`config.mk`:
```
export PLATFORM = sky130hd
export DESIGN_NAME = conv_window_gen
export DESIGN_NICKNAME = d
export VERILOG_FILES = /design/src/rtl/conv_pkg.sv /design/src/rtl/conv_line_buffer.sv /design/src/rtl/conv_window_gen.sv
export SDC_FILE = /design/constraint.sdc
export NUM_CORES = 1
export LEC_CHECK = 0
export ABC_AREA = 0
export CAP_MARGIN = 20
export CELL_PAD_IN_SITES_DETAIL_PLACEMENT = 1
export CELL_PAD_IN_SITES_GLOBAL_PLACEMENT = 2
export CORE_ASPECT_RATIO = 0.6
export CORE_MARGIN = 2
export CORE_UTILIZATION = 45
export DETAILED_ROUTE_END_ITERATION = 10
export PLACE_DENSITY_LB_ADDON = 0.1
export RECOVER_POWER = 100
export SLEW_MARGIN = 20
export SYNTH_ARGS = -nofsm -noshare
export SYNTH_HDL_FRONTEND = slang
export SYNTH_SLANG_ARGS = --single-unit
```
`constraint.sdc`:
```
create_clock -name clk -period 5.4 [get_ports clk]
set_input_delay 1.08 -clock clk [delete_from_list [all_inputs] [get_ports clk]]
set_output_delay 1.08 -clock clk [all_outputs]
set_load 0.02 [all_outputs]
```
`src/rtl/conv_pkg.sv`:
```
// -----------------------------------------------------------------------------
// conv_pkg
// Definitions shared by the convolution window generator and the convolution
// multiplier that consumes its windows.
//   CONV_BITS        : default pixel width
//   CONV_KERNEL_SIZE : default window edge length
//   pixel_t          : signed pixel type at the default width
//   window_idx()     : bit offset of window element (r,c) inside a packed window
// -----------------------------------------------------------------------------
package conv_pkg;

    localparam int CONV_BITS        = 9;
    localparam int CONV_KERNEL_SIZE = 3;

    typedef logic signed [CONV_BITS-1:0] pixel_t;

    // Row 0 is the oldest line and column 0 the oldest column, so the newest
    // pixel lands in the most significant slot.
    function automatic int window_idx(input int r,
                                      input int c,
                                      input int k    = CONV_KERNEL_SIZE,
                                      input int bits = CONV_BITS);
        return (r * k + c) * bits;
    endfunction

endpackage

```
`src/rtl/conv_line_buffer.sv`:
```
// -----------------------------------------------------------------------------
// conv_line_buffer
// One image line of pixel storage, addressed by column. The read port returns
// the value stored before any write in the same cycle, so cascading buffers
// forms a line-to-line delay chain.
// Ports:
//   clk        : system clock
//   wr_en_i    : write wr_data_i at col_i on this edge
//   col_i      : column index (read and write address)
//   wr_data_i  : pixel to store
//   rd_data_o  : pixel currently stored at col_i (old value)
// Storage is deliberately not reset; the row gate in the window generator keeps
// uninitialised contents from ever reaching a window.
// -----------------------------------------------------------------------------
module conv_line_buffer
    import conv_pkg::*;
#(
    parameter int BITS      = CONV_BITS,
    parameter int IMG_WIDTH = 32,
    parameter int COL_W     = (IMG_WIDTH > 1) ? $clog2(IMG_WIDTH) : 1
) (
    input  logic             clk,
    input  logic             wr_en_i,
    input  logic [COL_W-1:0] col_i,
    input  logic [BITS-1:0]  wr_data_i,
    output logic [BITS-1:0]  rd_data_o
);

    logic [BITS-1:0] mem_q [IMG_WIDTH];

    assign rd_data_o = mem_q[col_i];

    // Line storage write port.
    always_ff @(posedge clk) begin
        if (wr_en_i) begin
            mem_q[col_i] <= wr_data_i;
        end
    end

endmodule

```
`src/rtl/conv_window_gen.sv`:
```
// -----------------------------------------------------------------------------
// conv_window_gen
// Streaming KERNEL_SIZE x KERNEL_SIZE window generator. Takes a raster-order
// pixel stream and emits every fully populated window as one packed word for
// the convolution multiplier (shift_out -> shift_in, window_valid -> out_en).
// Ports:
//   clk, rst_n    : clock, asynchronous active-low reset
//   pixel_in      : incoming pixel (signed pass-through)
//   pixel_valid   : pixel_in is valid
//   pixel_ready   : pixel can be accepted this cycle
//   frame_start   : accepted pixel is image position (0,0)
//   shift_out     : packed window, element (r,c) at window_idx(r,c)
//   window_valid  : shift_out holds a complete window
//   window_ready  : consumer takes the window this cycle
//   window_count  : completed window handshakes (only with the macro below)
// Build option: define CONV_WINDOW_GEN_CNT_EN to add the window_count port.
// -----------------------------------------------------------------------------
module conv_window_gen
    import conv_pkg::*;
#(
    parameter int BITS        = CONV_BITS,
    parameter int KERNEL_SIZE = CONV_KERNEL_SIZE,
    parameter int IMG_WIDTH   = 32
) (
    input  logic                                  clk,
    input  logic                                  rst_n,
    input  logic [BITS-1:0]                       pixel_in,
    input  logic                                  pixel_valid,
    output logic                                  pixel_ready,
    input  logic                                  frame_start,
    output logic [KERNEL_SIZE*KERNEL_SIZE*BITS-1:0] shift_out,
    output logic                                  window_valid,
    input  logic                                  window_ready
`ifdef CONV_WINDOW_GEN_CNT_EN
    ,
    output logic [15:0]                           window_count
`endif
);

    localparam int K     = KERNEL_SIZE;
    localparam int WIN_W = K * K * BITS;
    localparam int COL_W = (IMG_WIDTH > 1) ? $clog2(IMG_WIDTH) : 1;
    localparam int ROW_W = $clog2(K);

    localparam logic [COL_W-1:0] COL_ZERO      = COL_W'(0);
    localparam logic [COL_W-1:0] COL_ONE       = COL_W'(1);
    localparam logic [COL_W-1:0] COL_LAST      = COL_W'(IMG_WIDTH - 1);
    localparam logic [COL_W-1:0] COL_FIRST_WIN = COL_W'(K - 1);
    localparam logic [ROW_W-1:0] ROW_ZERO      = ROW_W'(0);
    localparam logic [ROW_W-1:0] ROW_ONE       = ROW_W'(1);
    localparam logic [ROW_W-1:0] ROW_LAST      = ROW_W'(K - 1);

    // Position counters
    logic [COL_W-1:0] col_q, col_d;
    logic [ROW_W-1:0] row_q, row_d;
    logic [COL_W-1:0] col_eff_s;
    logic [ROW_W-1:0] row_eff_s;

    // Handshake
    logic acc_s;
    logic qual_s;

    // Line buffer chain
    logic [BITS-1:0] lb_rd_s [K-1];
    logic [BITS-1:0] lb_wr_s [K-1];

    // Column register, indexed [column][row]; column 0 is the oldest
    logic [BITS-1:0] new_col_s [K];
    logic [BITS-1:0] cols_q [K][K];
    logic [BITS-1:0] cols_d [K][K];
    logic [WIN_W-1:0] win_pack_s;

    // Output window register
    logic [WIN_W-1:0] shift_q, shift_d;
    logic             valid_q, valid_d;

    assign pixel_ready  = !valid_q || window_ready;
    assign acc_s        = pixel_valid && pixel_ready;
    assign shift_out    = shift_q;
    assign window_valid = valid_q;

    // An accepted frame_start pixel is forced to position (0,0).
    always_comb begin
        col_eff_s = col_q;
        row_eff_s = row_q;
        if (acc_s && frame_start) begin
            col_eff_s = COL_ZERO;
            row_eff_s = ROW_ZERO;
        end else begin
            col_eff_s = col_q;
            row_eff_s = row_q;
        end
    end

    // Column/row advance; row saturates because only K-1 past lines matter.
    always_comb begin
        col_d = col_q;
        row_d = row_q;
        if (acc_s) begin
            if (col_eff_s == COL_LAST) begin
                col_d = COL_ZERO;
                if (row_eff_s == ROW_LAST) begin
                    row_d = row_eff_s;
                end else begin
                    row_d = row_eff_s + ROW_ONE;
                end
            end else begin
                col_d = col_eff_s + COL_ONE;
                row_d = row_eff_s;
            end
        end else begin
            col_d = col_q;
            row_d = row_q;
        end
    end

    // A window is complete once K-1 earlier lines exist and the column
    // register holds K columns of the current line.
    assign qual_s = acc_s && (row_eff_s == ROW_LAST) && (col_eff_s >= COL_FIRST_WIN);

    // Line buffer chain: lb[0] takes the new pixel, lb[i] takes lb[i-1]'s old value.
    always_comb begin
        for (int i = 0; i < K - 1; i++) begin
            lb_wr_s[i] = '0;
        end
        lb_wr_s[0] = pixel_in;
        for (int i = 1; i < K - 1; i++) begin
            lb_wr_s[i] = lb_rd_s[i-1];
        end
    end

    for (genvar gi = 0; gi < K - 1; gi++) begin : g_lb
        conv_line_buffer #(
            .BITS      (BITS),
            .IMG_WIDTH (IMG_WIDTH),
            .COL_W     (COL_W)
        ) u_lb (
            .clk       (clk),
            .wr_en_i   (acc_s),
            .col_i     (col_eff_s),
            .wr_data_i (lb_wr_s[gi]),
            .rd_data_o (lb_rd_s[gi])
        );
    end

    // New right column: oldest line on top (r=0), incoming pixel at the bottom.
    always_comb begin
        for (int r = 0; r < K; r++) begin
            new_col_s[r] = '0;
        end
        new_col_s[K-1] = pixel_in;
        for (int r = 0; r < K - 1; r++) begin
            new_col_s[r] = lb_rd_s[K-2-r];
        end
    end

    // Column register shifts left on every accept, including line starts,
    // so it is already primed when the first window of a line qualifies.
    always_comb begin
        for (int c = 0; c < K; c++) begin
            for (int r = 0; r < K; r++) begin
                cols_d[c][r] = cols_q[c][r];
            end
        end
        if (acc_s) begin
            for (int c = 0; c < K - 1; c++) begin
                for (int r = 0; r < K; r++) begin
                    cols_d[c][r] = cols_q[c+1][r];
                end
            end
            for (int r = 0; r < K; r++) begin
                cols_d[K-1][r] = new_col_s[r];
            end
        end else begin
            for (int c = 0; c < K; c++) begin
                for (int r = 0; r < K; r++) begin
                    cols_d[c][r] = cols_q[c][r];
                end
            end
        end
    end

    // Pack the post-shift column register into the window word.
    always_comb begin
        win_pack_s = '0;
        for (int r = 0; r < K; r++) begin
            for (int c = 0; c < K; c++) begin
                win_pack_s[window_idx(r, c, K, BITS) +: BITS] = cols_d[c][r];
            end
        end
    end

    // Window output: load on a qualifying accept (back-to-back with a handshake),
    // drop after a handshake, otherwise hold.
    always_comb begin
        valid_d = valid_q;
        shift_d = shift_q;
        if (qual_s) begin
            valid_d = 1'b1;
            shift_d = win_pack_s;
        end else if (window_ready) begin
            valid_d = 1'b0;
            shift_d = shift_q;
        end else begin
            valid_d = valid_q;
            shift_d = shift_q;
        end
    end

    // State registers.
    always_ff @(posedge clk or negedge rst_n) begin
        if (!rst_n) begin
            col_q   <= COL_ZERO;
            row_q   <= ROW_ZERO;
            valid_q <= 1'b0;
            shift_q <= '0;
            for (int c = 0; c < K; c++) begin
                for (int r = 0; r < K; r++) begin
                    cols_q[c][r] <= '0;
                end
            end
        end else begin
            col_q   <= col_d;
            row_q   <= row_d;
            valid_q <= valid_d;
            shift_q <= shift_d;
            cols_q  <= cols_d;
        end
    end

`ifdef CONV_WINDOW_GEN_CNT_EN
    logic [15:0] cnt_q, cnt_d;
    logic        hs_s;

    assign hs_s         = valid_q && window_ready;
    assign window_count = cnt_q;

    // Handshake counter; a frame start restarts it, counting a coincident handshake.
    always_comb begin
        cnt_d = cnt_q;
        if (acc_s && frame_start) begin
            cnt_d = hs_s ? 16'd1 : 16'd0;
        end else if (hs_s) begin
            cnt_d = cnt_q + 16'd1;
        end else begin
            cnt_d = cnt_q;
        end
    end

    // Handshake counter register.
    always_ff @(posedge clk or negedge rst_n) begin
        if (!rst_n) begin
            cnt_q <= 16'd0;
        end else begin
            cnt_q <= cnt_d;
        end
    end
`endif

endmodule

```
==> run summary <==
status: finished, violations left
failing checks: capacitance limit, slew limit
largest net degree at the start of global routing: 85
port bufs: 96
Seq/Total Area, Yosys: 0.7349
r2r worst-path depth: 10
first-pass GRT wire length: 134,800 um
DRT Wirelength: 94,030 um
synth cell count leaders: 576 x edfxtp_1, 399 x nand2_1, 161 x mux2i_1, 143 x dfrtp_1, 75 x nor2_1
Synth async-reset ratio: 0.1989
Max VDD drop: 0.0002701 V
Setup violations, final: 0
Post-CTS Setup Bufs: 0
Final Max Tran Viols: 272
setup ws final: 552.3 ps
critical-path maximum fanout: 17
pre-CTS setup slack: 607.2 ps
Vias/cell: 6.033
Mapped Area: 28,400 sq um
Worst Skew: 27.07 ps
Post-Syn Instances: 1,941
syn_area_per_cell: 14.63 sq um
YS warnings: 0
hpwl dp: 62,570 um
Initial Util: 0.4542
area grow syn2layout: 15.85%
vias after detailed routing: 18,178
drt wl/cell: 31.21 um
Tcrit/Tclk final: 0.8977
nets: 2,142
Die H: 198.6 um
Min Clock Period, post-route: 4848 ps
CTS root buffer: clkbuf_16
startpoint class of the critical path: primary input
Die ar.: 65,210 sq um
setup TNS: 0 ps
R2R setup slack: 810 ps
most common cell in the netlist: edfxtp_1
actual slew at the worst max-slew pin: 2154 ps
EDFF count, synth: 576
WP data arrival: 5350 ps
num rows: 71
crit path capture type: flip-flop
top cell type's share of synthesized area: 0.6090
Clock Sink Count: 719
Initial DRC Count: 2,376
RSZ-0062 raised after global routing: false
final hold vios: 0
Critical Path Sink: shift_out[22]
final RePlAce weighted congestion: 0.9274
Worst-Skew Late Latency: 630 ps
First-pass DRT Iterations: 5
Max Clk Rate: 206.3 MHz
io pins: 97
TritonCTS clock tree: yes
layout cells sized above 1: 0.1270
distinct cell type count after synthesis: 69
critical setup path kind: primary input to flip-flop
die width: 328.3 um
CTS H-tree depth: 3
cts hold-fix bufs: 0
antenna cell count: 0
# resized after CTS: 0
Worst Hold Slack: 463.2 ps
HP Class: flip-flop to flip-flop
Synth area leader: edfxtp_1
Rel. slew slack: -0.4357
RR Startpoint: col_q[4]
detailed-route DRC error count: 0
Core Area: 62,540 sq um
Critical Path Start: window_ready
LEAKAGE: 0.01233 uW
CTS Buffer Depth: 3
gr usage total: 0.2928
flops & latches, synth: 719
ranking of synthesized cells by area: edfxtp_1 61%, dfrtp_1 13%, mux2i_1 5.7%
Antenna Nets Post-Route: 0
Max Cap Viol: 8
PD cells: 425.5 nW/um^2
initial antenna violation count: 2
Required @ worst endpoint: 5900 ps
capturing point of the worst reg2reg path: cols_q[10]
Synth Net Count: 1,959
vias in the first global route: 18,279
Synth Flop Type: edfxtp_1
Reg clk slew, reported paths: 60 ps
total CTS buffers: 69
total grt overflow: 0
[cells by family (layout without fill, tap and decap cells)]
group	Yosys count	count (layout)	synth area share
compound gates	272	272	0.06458
fa+ha+maj	4	4	0.001762
buf+inv	124	357	0.02079
flops	719	719	0.7349
mux	238	238	0.09202
simple gates	584	584	0.08590
[through the flow]
stage / instances / instance area (sq um) / utilization / power (uW)
2_1_floorplan: 1941 / 28400 / - / 8109
3_3_place_gp: 2892 / 31100 / 0.4972 / 9347
3_5_place_dp: 2892 / 31100 / 0.4972 / 9415
4_1_cts: 3013 / 33220 / 0.5311 / 14090
5_1_grt: 3013 / 32910 / 0.5262 / 14410
6_report: 3013 / 32910 / 0.5262 / 14000
[cells in the final DEF, fill, tap and decap left out, types with 7 or more instances in the layout]
cell and instances:
edfxtp_1 576, buf_4 62, a21oi_1 61, a211oi_1 17, mux2_2 65, clkbuf_16 73, o21ai_0 45, a221oi_1 22
clkbuf_2 8, nand3_1 27, o211ai_1 8, inv_1 10, mux2i_1 161, clkbuf_1 64, buf_12 11, clkinv_1 12
nor3_1 30, a31oi_1 7, o21a_1 8, dlygate4sd3_1 93, nor2_1 70, o22ai_1 38, a22oi_1 10, nor4_1 12
dfrtp_1 141, clkinv_2 11, mux4_2 12, nand2_1 398, o221ai_1 9
[sequential cells by signal, indices dropped and copies added, names as in the netlist]
register / flops
row_q: 2
shift_out: 81
g_lb.u_lb.mem_q: 576
col_q: 5
cols_q: 54
window_valid: 1
[where the power goes]
group          switching [uW]  internal [uW]
Combinational            1850            634
Sequential                181           6640
Clock                    2090           2600
[layer usage]
| metal | vias to the layer above | global-route usage | routed length, um |
|---|---|---|---|
| li1 | 7626 | - | - |
| met1 | 9494 | 0.4495 | 42150 |
| met2 | 921 | 0.4236 | 40450 |
| met3 | 135 | 0.06562 | 9497 |
| met4 | 2 | 0.06613 | 1917 |
| met5 | - | 0 | 10 |
[worst min-delay path by stage]
| stage | start | end | slack (ps) | cells after the start |
|---|---|---|---|---|
| after floorplan | cols_q[45] | shift_out[0] | 440 | 2 |
| after global placement | cols_q[34] | shift_out[61] | 450 | 2 |
| after detailed placement | cols_q[46] | shift_out[1] | 460 | 2 |
| after CTS | cols_q[34] | shift_out[61] | 470 | 2 |
| after global routing | shift_out[55] | shift_out[55] | 490 | 2 |
| final | cols_q[34] | shift_out[61] | 460 | 2 |
[worst max-delay path: stages]
cell and delay (ps):
dlygate4sd3_1 610, nor2b_1 360, inv_1 390, a21oi_4 260, inv_1 450, nand2_1 540
buf_4 270, o22ai_1 100, nor4_1 630, nand3_1 290, mux2_2 340
[area by class of cell]
type                       count  area, sq um
tap                          839         1050
clock inverter                28        186.4
multi-input combinational   1098         6949
fill                        6043        29630
clock buffer                  93         1932
inverter                      12        45.04
timing repair buffer         224         1864
sequential                   719        20880
(Power assumes the default switching activity.)
